`src/rtl/req_gnt_sched_pkg.sv`:
```
// rtl/req_gnt_sched_pkg.sv - shared types and constants for the req/gnt round-robin scheduler
//
// Purpose: FSM state encoding, hold counter width and default parameter
// values used by req_gnt_sched and its testbench.
// Ports: none (package).
// Build option: none here; the top honours `REQ_GNT_SCHED_ERR_EN.

package req_gnt_pkg;

  typedef enum logic [1:0] {
    IDLE,
    OFFER,
    GRANT,
    HOLD
  } sched_state_t;

  // Hold counter width; covers HOLD_CYCLES up to 255.
  localparam int HOLD_CNT_W = 8;

  localparam int DEF_NUM_REQ     = 4;
  localparam int DEF_HOLD_CYCLES = 2;

endpackage

```
`src/rtl/req_gnt_sched_if.sv`:
```
// rtl/req_gnt_sched_if.sv - requester-side bundle of the req/gnt scheduler
//
// Purpose: groups the per-requester handshake vectors and the shared
// status outputs so the scheduler and its requesters connect through one port.
// Signals:
//   want  [NUM_REQ]  level, requester i wants the resource
//   req   [NUM_REQ]  one-cycle request pulse, honoured only on the open slot
//   slot  [NUM_REQ]  one-hot offer, zero when no offer is open
//   gnt   [NUM_REQ]  one-hot one-cycle grant pulse
//   busy             resource occupied (GRANT or HOLD)
//   owner [log2 N]   index of the current or last granted requester
// Modports: master = requester side, slave = scheduler side.

interface req_gnt_sched_if #(
  parameter int NUM_REQ = 4
);

  localparam int IW = $clog2(NUM_REQ);

  logic [NUM_REQ-1:0] want;
  logic [NUM_REQ-1:0] req;
  logic [NUM_REQ-1:0] slot;
  logic [NUM_REQ-1:0] gnt;
  logic               busy;
  logic [IW-1:0]      owner;

  modport master (
    output want,
    output req,
    input  slot,
    input  gnt,
    input  busy,
    input  owner
  );

  modport slave (
    input  want,
    input  req,
    output slot,
    output gnt,
    output busy,
    output owner
  );

endinterface

```
`src/rtl/req_gnt_sched_rr_pick.sv`:
```
// rtl/req_gnt_sched_rr_pick.sv - combinational round-robin picker
//
// Purpose: selects the first set bit of want at or after ptr, wrapping
// past NUM_REQ-1 back to 0. NUM_REQ need not be a power of two.
// Ports:
//   want  in  [NUM_REQ]  candidate requesters
//   ptr   in  [log2 N]   starting index of the search (0..NUM_REQ-1)
//   valid out 1          at least one want bit is set
//   idx   out [log2 N]   selected requester index (0 when valid is low)

module rr_pick #(
  parameter int NUM_REQ = 4
) (
  input  logic [NUM_REQ-1:0]         want,
  input  logic [$clog2(NUM_REQ)-1:0] ptr,
  output logic                       valid,
  output logic [$clog2(NUM_REQ)-1:0] idx
);

  localparam int IW = $clog2(NUM_REQ);
  localparam int DW = 2 * NUM_REQ;

  logic [DW-1:0] dbl;
  logic [DW-1:0] masked;
  int            sel;

  // Duplicating want turns the wrapping search into a plain lowest-set-bit
  // search over positions >= ptr; a hit in the upper copy maps back by -N.
  assign dbl   = {want, want};
  assign valid = |want;

  always_comb begin
    masked = '0;
    for (int j = 0; j < DW; j++) begin
      masked[j] = dbl[j] && (j >= int'(ptr));
    end
  end

  always_comb begin
    sel = 0;
    for (int j = DW - 1; j >= 0; j--) begin
      if (masked[j]) begin
        sel = j;
      end
    end
  end

  always_comb begin
    idx = '0;
    if (valid) begin
      if (sel >= NUM_REQ) begin
        idx = IW'(sel - NUM_REQ);
      end else begin
        idx = IW'(sel);
      end
    end
  end

endmodule

```
`src/rtl/req_gnt_sched.sv`:
```
// rtl/req_gnt_sched.sv - round-robin scheduler sharing one resource over req/gnt
//
// Purpose: offers a single downstream resource to NUM_REQ requesters in
// round-robin order. A wanting requester gets a one-hot slot, pulses req
// while it holds the slot, receives gnt one cycle later, and the resource
// then stays occupied for HOLD_CYCLES cycles.
// Parameters: NUM_REQ (2..16), HOLD_CYCLES (1..255).
// Ports:
//   clk      in   single clock
//   reset    in   synchronous, active-high
//   bus      slave modport of req_gnt_sched_if (want/req in, slot/gnt/busy/owner out)
//   err      out  sticky stray-request flag        (only with REQ_GNT_SCHED_ERR_EN)
//   err_cnt  out  saturating stray-request count   (only with REQ_GNT_SCHED_ERR_EN)
// Build option: define REQ_GNT_SCHED_ERR_EN to build the stray-request monitor.

module req_gnt_sched
  import req_gnt_pkg::*;
#(
  parameter int NUM_REQ     = DEF_NUM_REQ,
  parameter int HOLD_CYCLES = DEF_HOLD_CYCLES
) (
  input  logic           clk,
  input  logic           reset,
  req_gnt_sched_if.slave bus
`ifdef REQ_GNT_SCHED_ERR_EN
  ,
  output logic           err,
  output logic [7:0]     err_cnt
`endif
);

  localparam int                    IW        = $clog2(NUM_REQ);
  localparam logic [HOLD_CNT_W-1:0] HOLD_LOAD = HOLD_CNT_W'(HOLD_CYCLES - 1);

  sched_state_t          state_q;
  sched_state_t          state_d;
  logic [IW-1:0]         ptr_q;
  logic [IW-1:0]         ptr_d;
  logic [IW-1:0]         owner_q;
  logic [IW-1:0]         owner_d;
  logic [HOLD_CNT_W-1:0] cnt_q;
  logic [HOLD_CNT_W-1:0] cnt_d;

  logic                  pick_valid;
  logic [IW-1:0]         pick_idx;
  logic [NUM_REQ-1:0]    owner_oh;
  logic [IW-1:0]         owner_next;

  rr_pick #(
    .NUM_REQ (NUM_REQ)
  ) u_pick (
    .want  (bus.want),
    .ptr   (ptr_q),
    .valid (pick_valid),
    .idx   (pick_idx)
  );

  assign owner_oh = {{(NUM_REQ - 1){1'b0}}, 1'b1} << owner_q;

  // Explicit wrap so a non-power-of-two NUM_REQ never leaves ptr out of range.
  assign owner_next = (owner_q == IW'(NUM_REQ - 1)) ? '0 : owner_q + IW'(1);

  always_ff @(posedge clk) begin
    if (reset) begin
      state_q <= IDLE;
      ptr_q   <= '0;
      owner_q <= '0;
      cnt_q   <= '0;
    end else begin
      state_q <= state_d;
      ptr_q   <= ptr_d;
      owner_q <= owner_d;
      cnt_q   <= cnt_d;
    end
  end

  always_comb begin
    state_d = state_q;
    ptr_d   = ptr_q;
    owner_d = owner_q;
    cnt_d   = cnt_q;
    case (state_q)
      IDLE: begin
        if (pick_valid) begin
          owner_d = pick_idx;
          state_d = OFFER;
        end
      end
      OFFER: begin
        // req is checked first so a simultaneous want drop still grants.
        if (bus.req[owner_q]) begin
          state_d = GRANT;
        end else if (!bus.want[owner_q]) begin
          state_d = IDLE;
          ptr_d   = owner_next;
        end
      end
      GRANT: begin
        cnt_d   = HOLD_LOAD;
        state_d = HOLD;
      end
      HOLD: begin
        if (cnt_q == '0) begin
          state_d = IDLE;
          ptr_d   = owner_next;
        end else begin
          cnt_d = cnt_q - HOLD_CNT_W'(1);
        end
      end
      default: begin
        state_d = IDLE;
      end
    endcase
  end

  // Outputs decode registered state only, so no input reaches an output
  // combinationally and reset clears everything at the next edge.
  assign bus.slot  = (state_q == OFFER) ? owner_oh : '0;
  assign bus.gnt   = (state_q == GRANT) ? owner_oh : '0;
  assign bus.busy  = (state_q == GRANT) || (state_q == HOLD);
  assign bus.owner = owner_q;

`ifdef REQ_GNT_SCHED_ERR_EN
  logic stray;

  // A stray request is any req bit other than the owner's while an offer is open.
  assign stray = (state_q == OFFER) && ((bus.req & ~owner_oh) != '0);

  always_ff @(posedge clk) begin
    if (reset) begin
      err     <= 1'b0;
      err_cnt <= '0;
    end else if (stray) begin
      err <= 1'b1;
      if (err_cnt != 8'hFF) begin
        err_cnt <= err_cnt + 8'd1;
      end
    end
  end
`endif

endmodule

```
`src/flat_wrapper.sv`:
```
// flat-port wrapper written by rule: the top's interface ports become plain ports
module req_gnt_sched_flat import req_gnt_pkg::*;
#(
  parameter int NUM_REQ     = DEF_NUM_REQ,
  parameter int HOLD_CYCLES = DEF_HOLD_CYCLES
)
  (clk, reset, bus_want, bus_req, bus_slot, bus_gnt, bus_busy, bus_owner);
  req_gnt_sched_if #(.NUM_REQ(NUM_REQ)) bus_i ();
  input  logic clk;
  input  logic reset;
  input wire logic [$bits(bus_i.want)-1:0] bus_want;
  input wire logic [$bits(bus_i.req)-1:0] bus_req;
  output wire logic [$bits(bus_i.slot)-1:0] bus_slot;
  output wire logic [$bits(bus_i.gnt)-1:0] bus_gnt;
  output wire logic [$bits(bus_i.busy)-1:0] bus_busy;
  output wire logic [$bits(bus_i.owner)-1:0] bus_owner;
  assign bus_i.want = bus_want;
  assign bus_i.req = bus_req;
  assign bus_slot = bus_i.slot;
  assign bus_gnt = bus_i.gnt;
  assign bus_busy = bus_i.busy;
  assign bus_owner = bus_i.owner;
  req_gnt_sched #(.NUM_REQ(NUM_REQ), .HOLD_CYCLES(HOLD_CYCLES)) u_core (.clk(clk), .reset(reset), .bus(bus_i));
endmodule
```
`config.mk`:
```
export PLATFORM = sky130hd
export DESIGN_NAME = req_gnt_sched_flat
export DESIGN_NICKNAME = d
export VERILOG_FILES = /design/src/rtl/req_gnt_sched_pkg.sv /design/src/rtl/req_gnt_sched_if.sv /design/src/rtl/req_gnt_sched_rr_pick.sv /design/src/rtl/req_gnt_sched.sv /design/src/flat_wrapper.sv
export SDC_FILE = /design/constraint.sdc
export NUM_CORES = 1
export LEC_CHECK = 0
export CAP_MARGIN = 20
export CORE_UTILIZATION = 45
export DETAILED_ROUTE_END_ITERATION = 8
export GPL_TIMING_DRIVEN = 1
export PLACE_DENSITY = 0.83
export SYNTH_ARGS = -nofsm -noshare
export SYNTH_HDL_FRONTEND = slang
export SYNTH_SLANG_ARGS = --single-unit
```
`constraint.sdc`:
```
create_clock -name clk -period 3.75 [get_ports clk]
set_input_delay 0.75 -clock clk [delete_from_list [all_inputs] [get_ports clk]]
set_output_delay 0.75 -clock clk [all_outputs]
set_load 0.05 [all_outputs]
```
# [After elaboration in Yosys (flattened, before gate mapping)]
# Index checks and enable logic that the tools add are counted.
[op_classes] add_sub_neg=3 n_lt_le_gt_ge=5 n_eq_ne=10 n_shift=1 muxes=26 reduce_logical=13
[op_table] cell="32-bit two-way mux" n=5
[op_table] cell="32-bit by 4-bit greater-or-equal comparator with 1-bit output (second input constant)" n=1
[op_table] cell="2-bit two-way mux" n=9
[op_table] cell="8-bit case mux with 2 select lines" n=1
[op_table] cell="8-bit logical NOT" n=1
[op_table] cell="4-bit two-way mux" n=2
[op_table] cell="8-bit two-way mux" n=1
[op_table] cell="2-bit case mux with 4 select lines" n=1
[op_table] cell="8-bit by 1-bit subtractor with 8-bit output (second input constant)" n=1
[op_table] cell="2-bit equality test (second input constant)" n=3
[op_table] cell="3-bit two-way mux" n=2
[op_table] cell="2-bit != test (second input constant)" n=3
[op_table] cell="1-bit binary-select mux with 2-bit select" n=2
[op_table] cell="1-bit by 2-bit greater-or-equal comparator with 1-bit output (first input constant)" n=2
[op_table] cell="2-bit by 1-bit != test with 1-bit output (second input constant)" n=2
[op_table] cell="2-bit case mux with 2 select lines" n=1
[op_table] cell="2-bit AND reduction" n=2
[op_table] cell="4-bit AND reduction" n=1
[op_table] cell="2-bit nonzero test" n=2
[op_table] cell="4-bit OR reduction" n=1
[op_table] cell="1-bit by 2-bit << shifter with 4-bit output (first input constant)" n=1
[op_table] cell="1-bit logical AND" n=3
[op_table] cell="2-bit by 3-bit < comparator with 1-bit output (second input constant)" n=1
[op_table] cell="3-bit by 2-bit != test with 1-bit output (second input constant)" n=1
[op_table] cell="8 further kinds" n=9
[word_totals] ff_bits=14 output_inout_bits=11

# [Logic depth before layout (Yosys ltp)]
# Gate-level depths: netlist of the first run.
[logic_depth] word_depth=9 ltp_mapped=7

# [Modules after synthesis]
# From an unflattened synthesis of the first run, not the netlist that was laid out.
[hier_totals] cells_unflattened=125 hier_area_um2=1018.5
[by_module_without_submodules] module="req_gnt_sched" n_inst=1 cells_per_inst=114 area_each_um2=948.4 seq_area_each_um2=280.3
[by_module_without_submodules] module="rr_pick" n_inst=1 cells_per_inst=11 area_each_um2=70.1 seq_area_each_um2=0.0

# [Worst setup path before layout of the first run]
# OpenSTA, ideal clock, no wires.
[synth_timing] path_kind="flip-flop to output port" start="register u_core.owner_q[0], in the netlist u_core.bus.owner[0]" end="output bus_gnt[0]" t_arrival_ps=1449 slack_ps=1551 path_stages_with_launch=4 cell_sequence="dfxtp_1 -> inv_1 -> ha_1 -> and2_1"
[synth_between] elab_chain_cells=2
[synth_rtl] element="from (decl)" line_no="req_gnt_sched.sv:39" rtl="logic [IW-1:0] owner_q;"
[synth_rtl] element="from (signal assigned)" line_no="req_gnt_sched.sv:72" rtl="owner_q <= owner_d;"
[synth_rtl] element="1-bit by 2-bit << shifter with 4-bit output" line_no="req_gnt_sched.sv:58" rtl="assign owner_oh = {{(NUM_REQ - 1){1'b0}}, 1'b1} << owner_q;"
[synth_rtl] element="4-bit two-way mux" line_no="req_gnt_sched.sv:119" rtl="assign bus.gnt = (state_q == GRANT) ? owner_oh : '0;"
[synth_rtl] element="to (decl)" line_no="flat_wrapper.sv:14" rtl="output wire logic [$bits(bus_i.gnt)-1:0] bus_gnt;"
# Every way passes these cells.

==> impl_metrics.py, run 1 <==
metrics = {
    "clocking": {
        "cts_hold_repair.buffers": 0,
        "post_cts_buffers": 0,
        "path_clk_slew_ns": 0.09,
        "clk_root_buffer_cell": "clkbuf_4",
        "htreeDepth": 1,
        "cts_tree": "built",
        "max-clock-path-buffers": 2,
        "cts_buffers": 3,
        "cts_resized": 0,
        "clkSinkCount": 14,
        "clk_latency_ns": 0.29,
    },
    "worst_setup_path": {
        "cpPeakStageDelay_ns": 0.79,
        "r2r-end": "u_core.ptr_q[1]",
        "critPathArrivalTime_ns": 2.14,
        "start_kind": "register",
        "slowest_stage": "clkdlybuf4s50_1",
        "worst_r2r_path_depth": 6,
        "path_class": "reg -> out",
        "crit_required_ns": 3.00,
        "reg2reg_from": "u_core.cnt_q[0]",
        "crit_fanout": 12,
        "reg2reg_slack_ns": 1.90,
        "crit_chain": "inv_1 > nor2_1 > and2_1 > clkdlybuf4s50_1",
        "end_kind": "output port",
    },
    "placed_design": {
        "portBuffers": 20,
        "hpwlAfterDp_um": 1730,
        "place_congestion": 0.827,
    },
    "synth": {
        "synth_top_cells_by_count": "dfxtp_1, nor2_1, inv_1",
        "synth_edf_count": 0,
        "synth_top_area_frac": 0.287,
        "syn_avg_cell_area_um2": 8.08,
        "synth_top_cell_by_area": "dfxtp_1",
        "yosys-top-cells-area": "dfxtp_1, ha_1, nor2_1, and2_1, a21oi_1",
        "synth_cells": 121,
        "synth.net_count": 137,
        "async_flop_share": 0,
        "syn_area_um2": 977,
        "yosys.cell_types.count": 42,
        "ys_ff_latch": 14,
        "yosysSeqAreaShare": 0.287,
        "synth_warnings": 0,
        "synth_ff_type": "dfxtp_1",
    },
    "power": {
        "peakVddDrop_uv": 387,
        "p_per_area_nw_per_um2": 486,
        "p_leak_nw": 0.448,
        "fin_total_pwr_mw": 0.593,
    },
    "route": {
        "finalWirelength_um": 2260,
        "wl_met2_um": 1080,
        "ant_nets": 0,
        "dr.pass1.iters": 4,
        "via_per_inst": 5.77,
        "routedWlPerCell_um": 13.6,
        "routed-via-count": 963,
        "top_layer": "met4",
        "drtIter0Drc": 22,
        "drc": 0,
        "met3_length_um": 93,
        "wl_met1_um": 1040,
    },
    "global_routing": {
        "grtUsageTotal": 0.212,
        "antenna_found_initial": 0,
        "grt_pass1_vias": 894,
        "grt_start_max_net_pins": 13,
        "grt_pass1_wl_um": 3840,
        "grt_remaining_overflow": 0,
    },
    "timing": {
        "worst_pin_slew_ns": 0.590,
        "hold_viol_final": 0,
        "final.setup.tns_ns": 0,
        "setup_violations": 0,
        "rsz0062_at_grt": "false",
        "hold_ws_ns": 0.497,
        "relSlewSlack": 0.603,
        "period_share": 0.772,
        "drv_slew": 0,
        "min_period_ns": 2.89,
        "fmax_mhz": 345,
        "clock_skew_ns": 0.0113,
    },
    "layout": {
        "diodes": 0,
        "syn2layout_area_growth_pct": 25.0,
        "register_area_um2": 280,
        "drive_above_1_share": 0.0714,
        "fillerInstances": 174,
        "multiInputGateArea_um2": 637,
        "fin_nets": 157,
    },
    "die": {
        "io_pins": 21,
        "design.core.area_um2": 2000,
        "dieHeight_um": 48.6,
        "placementRows": 16,
        "start_util": 0.488,
        "die-width_um": 48.6,
        "dieArea_um2": 2360,
    },
    "worst_hold_path": {
        "hold_path.class": "reg -> reg",
        "min_from": "u_core.cnt_q[7]",
        "min_to": "u_core.cnt_q[7]",
        "holdPathStages": 2,
    },
    "flow_run": {
        "maxCapViolations": 0,
    },
    "status": {
        "outcome": "completed",
    },
}
metrics by stage:
step | utilization | cell area (µm²) | instances | setup WS, ns
after floorplan | - | 977 | 121 | 1.55
after CTS | 0.610 | 1220 | 167 | 0.846
after detailed placement | 0.592 | 1180 | 163 | 1.17
after global placement | 0.592 | 1180 | 163 | 1.25
final | 0.610 | 1220 | 167 | 0.855
after global routing | 0.610 | 1220 | 167 | 0.659
cell type report:
cell class	instances	share of cell area
multi-input combinational	93	0.522
sequential	14	0.230
timing repair buffer	20	0.164
clock buffer	4	0.0297
inverter	9	0.0277
tap	27	0.0277
routing by layer:
| metal | vias up | global-route usage |
|---|---|---|
| met5 | - | 0 |
| met1 | 453 | 0.261 |
| met3 | 6 | 0.0409 |
| met2 | 25 | 0.338 |
| li1 | 479 | - |
| met4 | 0 | 0.132 |
layout by cell type, fill, tap and decap left out, drive strengths merged:
master / n
a32oi: 2
a21oi: 8
dfxtp: 14
mux2: 1
nor2: 14
ha: 6
nor3b: 2
a22o: 1
a31o: 1
a221oi: 1
o31ai: 1
and3: 1
o21ai: 2
nand3b: 2
o221a: 1
clkbuf: 4
xor2: 2
clkdlybuf4s50: 20
a21boi: 1
o22a: 1
o32ai: 2
nor3: 3
o22ai: 1
o221ai: 1
nand2: 8
o41ai: 1
nor4b: 4
mux2i: 1
nand2b: 1
o21a: 1
and2: 8
nor4: 3
a211o: 1
a2111oi: 2
inv: 9
nand3: 4
nand4: 2
or4: 1
nor2b: 2
cells by family (layout without fill, tap and decap cells):
group	after synthesis	after routing	synth area share
AO/OA/AOI/OAI	28	28	0.209
XOR/XNOR	2	2	0.0179
multiplexers	2	2	0.0256
adder cells (fa/ha/maj)	6	6	0.0768
AND/OR/NAND/NOR	55	55	0.323
flip-flops	14	14	0.287
buffers and inverters	14	33	0.0615
report_power, final:
group / internal (mW) / leakage (nW) / switching (mW) / total, mW
registers: 0.174 / 0.114 / 0.0370 / 0.211
clock network: 0.0592 / 0.0210 / 0.0501 / 0.109
logic: 0.106 / 0.313 / 0.167 / 0.273
critical path: cells and delay by family, from the launching register on:
kind | cells | cell delay (ns)
buffers and inverters | 2 | 0.96
DFF | 1 | 0.54
and+or+nand+nor | 2 | 0.36
sequential cells by signal, indices dropped and copies added, names as in the netlist, named ones only:
name / flops
u_core.ptr_q: 2
u_core.cnt_q: 8
u_core.state_q: 1
u_core.bus.owner: 2
worst max path at each step:
stage | from | end | slack [ns] | depth (start not counted)
finish | register | bus_gnt[1] | 0.86 | 4
floorplan | u_core.bus.owner[0] | bus_gnt[0] | 1.55 | 3
CTS | register | bus_gnt[1] | 0.85 | 4
global route | register | bus_gnt[2] | 0.66 | 4
detailed placement | register | bus_gnt[1] | 1.17 | 4
global placement | register | bus_gnt[1] | 1.25 | 4
Note: power is estimated with default switching activity, not from simulation.
==> inputs of run 2 (changes only) <==
--- a/config.mk
+++ b/config.mk
@@ -9,7 +9,7 @@
 export CORE_UTILIZATION = 45
 export DETAILED_ROUTE_END_ITERATION = 8
 export GPL_TIMING_DRIVEN = 1
-export PLACE_DENSITY = 0.83
+export PLACE_DENSITY = 0.86
 export SYNTH_ARGS = -nofsm -noshare
 export SYNTH_HDL_FRONTEND = slang
 export SYNTH_SLANG_ARGS = --single-unit
==> constraint.sdc (replaced) <==
create_clock -name clk -period 2.35 [get_ports clk]
set_input_delay 0.47 -clock clk [delete_from_list [all_inputs] [get_ports clk]]
set_output_delay 0.47 -clock clk [all_outputs]
set_load 0.05 [all_outputs]
==> impl_metrics.py, run 2 (synthesis results as in run 1) <==
metrics = {
    "status": {
        "outcome": "completed",
    },
    "die": {
        "start_util": 0.488,
        "die-width_um": 48.6,
        "design.core.area_um2": 2000,
        "dieHeight_um": 48.6,
        "dieArea_um2": 2360,
        "placementRows": 16,
        "io_pins": 21,
    },
    "worst_setup_path": {
        "crit_chain": "clkdlybuf4s50_1",
        "critPathArrivalTime_ns": 1.73,
        "crit_required_ns": 1.88,
        "path_buf_inv": 1,
        "crit_fanout": 12,
        "start_kind": "register",
        "end_kind": "output port",
        "path_delay_family": "buffers and inverters",
        "cpPeakStageDelay_ns": 0.89,
        "path_class": "reg -> out",
        "slowest_stage": "clkdlybuf4s50_1",
    },
    "layout": {
        "syn2layout_area_growth_pct": 24.5,
        "drive_above_1_share": 0.141,
        "register_area_um2": 280,
        "fillerInstances": 190,
        "final_cell_mix": "nor2_1, dfxtp_1, clkdlybuf4s50_1",
        "largest_register": "u_core.cnt_q",
        "diodes": 0,
        "multiInputGateArea_um2": 637,
        "largest_reg_flops": 8,
        "fin_nets": 159,
    },
    "power": {
        "p_per_area_nw_per_um2": 780,
        "fin_total_pwr_mw": 0.949,
        "power_report.internal_total_mw": 0.541,
        "peakVddDrop_uv": 608,
        "p_seq_frac": 0.352,
        "netSwitchingPower_mw": 0.408,
        "p_comb_frac": 0.468,
        "clockPowerShare": 0.180,
        "switching_share": 0.430,
        "p_leak_nw": 0.474,
    },
    "route": {
        "wl_met2_um": 1180,
        "routed-via-count": 982,
        "drtIter0Drc": 25,
        "ant_nets": 0,
        "finalWirelength_um": 2370,
        "routedWlPerCell_um": 14.0,
        "dr.pass1.iters": 4,
        "top_layer": "met4",
        "met3_length_um": 105,
        "drc": 0,
        "wl_met1_um": 1080,
        "via_per_inst": 5.81,
    },
    "clocking": {
        "max-clock-path-buffers": 2,
        "cts_tree": "built",
        "cts_buffers": 3,
        "htreeDepth": 1,
        "clk_root_buffer_cell": "clkbuf_4",
        "cts_resized": 0,
        "path_clk_slew_ns": 0.09,
        "clkSinkCount": 14,
        "clk_latency_ns": 0.28,
        "cts_hold_repair.buffers": 0,
        "post_cts_buffers": 0,
    },
    "timing": {
        "drv_slew": 0,
        "hold_viol_final": 0,
        "min_period_ns": 2.20,
        "worst_pin_slew_ns": 0.553,
        "fmax_mhz": 455,
        "setup_violations": 0,
        "clock_skew_ns": 0.00551,
        "final.setup.tns_ns": 0,
        "rsz0062_at_grt": "false",
        "relSlewSlack": 0.627,
        "period_share": 0.936,
    },
    "global_routing": {
        "grt_start_max_net_pins": 13,
        "grt_pass1_vias": 908,
        "grtUsageTotal": 0.204,
        "antenna_found_initial": 0,
        "grt_pass1_wl_um": 3900,
        "grt_remaining_overflow": 0,
    },
    "placed_design": {
        "place_congestion": 0.865,
        "hpwlAfterDp_um": 1900,
        "portBuffers": 20,
    },
    "flow_run": {
        "maxCapViolations": 0,
    },
    "worst_hold_path": {
        "hold_path.class": "reg -> reg",
    },
}
==> run 2: worst paths after layout <==
check        slack, ns       startpoint  cells after the start              end
min               0.50  u_core.cnt_q[7]                      2  u_core.cnt_q[7]
min reg2reg       0.50  u_core.cnt_q[7]                      2  u_core.cnt_q[7]
max               0.15         register                      1         bus_busy
max reg2reg       0.54  u_core.cnt_q[0]                      6  u_core.ptr_q[1]
==> run 2: per-stage QoR <==
step                setup slack (ns)   util  instance area, µm²  hold WS (ns)  instances
global placement               0.246  0.589                1180         0.474        165
global route                   0.101  0.608                1220         0.554        169
floorplan                      0.431      -                 977         0.462        121
finish                         0.150  0.608                1220         0.504        169
detailed placement             0.182  0.589                1180         0.491        165
CTS                            0.159  0.608                1220         0.503        169
==> run 2: power by group through the flow <==
stage | logic, mW | registers, mW | clock network, mW
floorplan | 0.332 | 0.327 | 0
global placement | 0.425 | 0.335 | 0
detailed placement | 0.438 | 0.338 | 0
CTS | 0.441 | 0.332 | 0.174
global route | 0.488 | 0.341 | 0.187
finish | 0.444 | 0.334 | 0.171
==> run 2: area by class of cell <==
cell class,count,share of cell area
sequential,14,0.230
multi-input combinational,93,0.524
timing repair buffer,22,0.160
clock buffer,4,0.0298
tap,27,0.0278
inverter,9,0.0278
==> run 2: metal layers <==
layer / vias up / track usage
li1: 487 / -
met1: 457 / 0.267
met2: 36 / 0.343
met3: 2 / 0.0283
met4: 0 / 0.0637
met5: - / 0
==> inputs of run 3 (changes only) <==
--- a/config.mk
+++ b/config.mk
@@ -5,11 +5,11 @@
 export SDC_FILE = /design/constraint.sdc
 export NUM_CORES = 1
 export LEC_CHECK = 0
-export CAP_MARGIN = 20
 export CORE_UTILIZATION = 45
 export DETAILED_ROUTE_END_ITERATION = 8
+export DONT_BUFFER_PORTS = 1
 export GPL_TIMING_DRIVEN = 1
-export PLACE_DENSITY = 0.86
+export PLACE_DENSITY = 0.73
 export SYNTH_ARGS = -nofsm -noshare
 export SYNTH_HDL_FRONTEND = slang
 export SYNTH_SLANG_ARGS = --single-unit
==> impl_metrics.py, run 3 (synthesis results as in run 1) <==
metrics = {
    "placed_design": {
        "portBuffers": 0,
        "place_congestion": 0.780,
        "place_area_um2": 1050,
        "hpwlAfterDp_um": 1660,
    },
    "layout": {
        "largest_register": "u_core.cnt_q",
        "final_cell_mix": "nor2_1, dfxtp_1, inv_1, buf_4",
        "largest_reg_flops": 8,
        "diodes": 0,
        "syn2layout_area_growth_pct": 9.99,
        "drive_above_1_share": 0.141,
        "finalInstanceArea_um2": 1070,
        "fin_nets": 146,
    },
    "global_routing": {
        "grt_pass1_wl_um": 3550,
        "grt_pass1_vias": 837,
        "antenna_found_initial": 0,
        "grt_start_max_net_pins": 13,
        "grtUsageTotal": 0.193,
        "grt_remaining_overflow": 0,
    },
    "route": {
        "ant_nets": 0,
        "via_per_inst": 5.86,
        "finalWirelength_um": 2160,
        "routed-via-count": 909,
        "drc": 0,
        "routedWlPerCell_um": 14.0,
        "drtIter0Drc": 24,
        "dr.pass1.iters": 4,
    },
    "clocking": {
        "cts_buffers": 3,
        "cts_hold_repair.buffers": 0,
        "max-clock-path-buffers": 2,
        "path_clk_slew_ns": 0.08,
        "cts_resized": 0,
        "post_cts_buffers": 0,
        "clk_root_buffer_cell": "clkbuf_4",
        "cts_tree": "built",
        "htreeDepth": 1,
        "clkSinkCount": 14,
        "clk_latency_ns": 0.28,
    },
    "die": {
        "dieArea_um2": 2360,
        "io_pins": 21,
        "design.core.area_um2": 2000,
        "die-width_um": 48.6,
        "dieHeight_um": 48.6,
        "start_util": 0.488,
        "placementRows": 16,
    },
    "worst_setup_path": {
        "crit_path_end": "bus_gnt[0]",
        "r2r-end": "u_core.ptr_q[1]",
        "path_class": "reg -> out",
        "crit_required_ns": 1.88,
        "critPathArrivalTime_ns": 1.61,
        "start_kind": "register",
        "crit_fanout": 12,
        "end_kind": "output port",
        "reg2reg_from": "u_core.cnt_q[0]",
        "worst_r2r_path_depth": 6,
        "reg2reg_slack_ns": 0.51,
    },
    "timing": {
        "clock_skew_ns": 0.00172,
        "drv_slew": 0,
        "min_period_ns": 2.08,
        "final.setup.tns_ns": 0,
        "fmax_mhz": 482,
        "rsz0062_at_grt": "false",
        "worst_pin_slew_ns": 0.610,
        "setup_violations": 0,
        "period_share": 0.883,
        "hold_viol_final": 0,
        "relSlewSlack": 0.589,
    },
    "worst_hold_path": {
        "hold_path.class": "in -> reg",
        "holdPathStages": 1,
    },
    "power": {
        "p_per_area_nw_per_um2": 815,
        "p_leak_nw": 0.417,
        "peakVddDrop_uv": 556,
        "fin_total_pwr_mw": 0.876,
    },
    "status": {
        "outcome": "completed",
    },
    "flow_run": {
        "maxCapViolations": 0,
    },
}
run 3: layer usage:
layer | global-route usage | vias up | wire [µm]
li1 | - | 460 | -
met1 | 0.240 | 422 | 1020
met2 | 0.310 | 20 | 984
met3 | 0.0346 | 7 | 101
met4 | 0.113 | 0 | 56
met5 | 0 | - | 0
run 3: where the power goes:
part / switching [mW] / leakage (nW) / internal (mW)
Combinational: 0.263 / 0.289 / 0.143
Clock: 0.0775 / 0.0138 / 0.0596
Sequential: 0.0556 / 0.114 / 0.278
Total: 0.396 / 0.417 / 0.480
run 3: area by class of cell:
cell class              count  area, µm²
clock buffers               3       22.5
fillers                   200        927
inverters                   9       33.8
multi-input cells          93        637
flip-flops and latches     14        280
well taps                  27       33.8
repair buffers              9       67.6
run 3: worst min path at each step:
stage	slack [ns]	start	endpoint
after floorplan	0.46	u_core.cnt_q[7]	u_core.cnt_q[7]
after global placement	0.48	u_core.cnt_q[7]	u_core.cnt_q[7]
after detailed placement	0.49	u_core.cnt_q[7]	u_core.cnt_q[7]
after CTS	0.24	reset	u_core.bus.owner[1]
after global routing	0.24	reset	u_core.bus.owner[1]
final	0.24	reset	u_core.bus.owner[1]
run 3: metrics by stage:
step / setup slack [ns] / util / hold WS, ns / cells
6_report: 0.274 / 0.537 / 0.240 / 155
3_3_place_gp: 0.619 / 0.526 / 0.478 / 152
4_1_cts: 0.273 / 0.537 / 0.245 / 155
3_5_place_dp: 0.546 / 0.526 / 0.491 / 152
2_1_floorplan: 0.431 / - / 0.462 / 121
5_1_grt: 0.128 / 0.537 / 0.242 / 155
run 3: critical path, stage by stage, from the launching register on:
cell and delay (ns):
dfxtp_1 0.56, inv_1 0.21, nor2_1 0.20, and2_1 0.16
buf_4 0.19
==> variant, RTL diff (config.mk and constraints of run 1) <==
Change the package constant `HOLD_CNT_W` from 8 to 6.
--- a/src/rtl/req_gnt_sched_pkg.sv
+++ b/src/rtl/req_gnt_sched_pkg.sv
@@ -17,3 +17,3 @@
   // Hold counter width; covers HOLD_CYCLES up to 255.
-  localparam int HOLD_CNT_W = 8;
+  localparam int HOLD_CNT_W = 6;
 
Function: same outputs for any inputs over 10 cycles, from zero or initial values and one cycle with reset high; that may be too few to reach the edited logic, so the function may still have changed.
==> variant against run 1 <==
Die area down 6.6%; critical endpoint is now bus_slot[3]; synthesized area is 6.9% lower; total power decreased by 37%; highest routed layer unchanged; wire length shrank 7.6%; sequential cell count shrank 2; worst setup slack better by 0.015 ns; cell area down 7.2%.
==> variant: results (changes against run 1) <==
Status
  – Outcome: completed

Global route
  – GR Util met1: 28.2% (+2.1 points)
  – Tot GR Track Use: 22.4% (+1.2 points)
  – Largest net degree at the start of global routing: 17 (+4)
  – Vias in the first global route: 801 (-10%)

Setup path
  – R2r setup slk: 1.62 ns (-0.28 ns)
  – CP endpoint: bus_slot[3]
  – Crit Path Max Fanout: 8 (-4)
  – R2r endpoint: u_core.ptr_q[0]

Cells and area
  – Share of cells above drive strength 1: 8.59% (+1.5 points)
  – Max reg flops: 6 (-2)
  – Filler instances: 170 (-2.3%)

Pwr
  – Clock power frac: 21.3% (+2.9 points)
  – PD cells: 328 nW/um^2 (-33%)
  – Lkg Pwr: 0.410 nW (-8.5%)
  – Peak VDD IR: 0.000225 V (-42%)
  – Flop pwr share: 41.4% (+5.8 points)

Route
  – Detailed Route Iter0 Violations: 26 (+18%)
  – Vias per std cell: 5.81 (+0.76%)
  – Met2 routed WL: 988 um (-8.5%)
  – Final wirelength: 2.09 mm (-7.6%)
  – M1 WL: 932 um (-11%)
  – Met3 WL: 140 um (+51%)

Placement
  – Hpwl dp: 1.55 mm (-10%)
  – GP Congestion: 0.812 (-1.9%)
  – Post-place setup slack: 1.19 ns (+0.0241 ns)

Synthesis
  – Seq/Total Area, Yosys: 26.4% (-2.3 points)
  – Synth Net Count: 126 (-8.0%)
  – Cell variety after synth: 38 (-9.5%)

Timing
  – Max Clk Rate: 347 MHz (+0.51%)
  – WHS: 0.512 ns (+0.0149 ns)
  – Rel. slew slack: 65.3% (+5.0 points)

Min path
  – Worst Hold Endpoint: u_core.cnt_q[4]
  – Hold Crit Start: u_core.cnt_q[4]
[variant: worst min-delay path, cell delays in order, from the launching register on]
cell and delay (ns):
dfxtp_1 0.35, nand2_1 0.07, a21oi_1 0.05
[variant: layout make-up]
type	count	area (um^2)	share of cell area, %
multi-input cells	83	602	53.1
flip-flops and latches	12	240	21.2
repair buffers	20	200	17.7
inverters	10	37.5	3.31
well taps	25	31.3	2.76
clock buffers	3	22.5	1.99
[variant: cell families (layout without fill, tap and decap cells)]
family / after synthesis / count (layout) / synth area share (%)
DFF: 12 / 12 / 26.4
muxes: 3 / 3 / 3.85
and+or+nand+nor: 48 / 48 / 32.5
adders and majority gates: 6 / 6 / 8.25
AOI/OAI and AO/OA: 26 / 26 / 21.6
buffers and inverters: 15 / 33 / 7.43
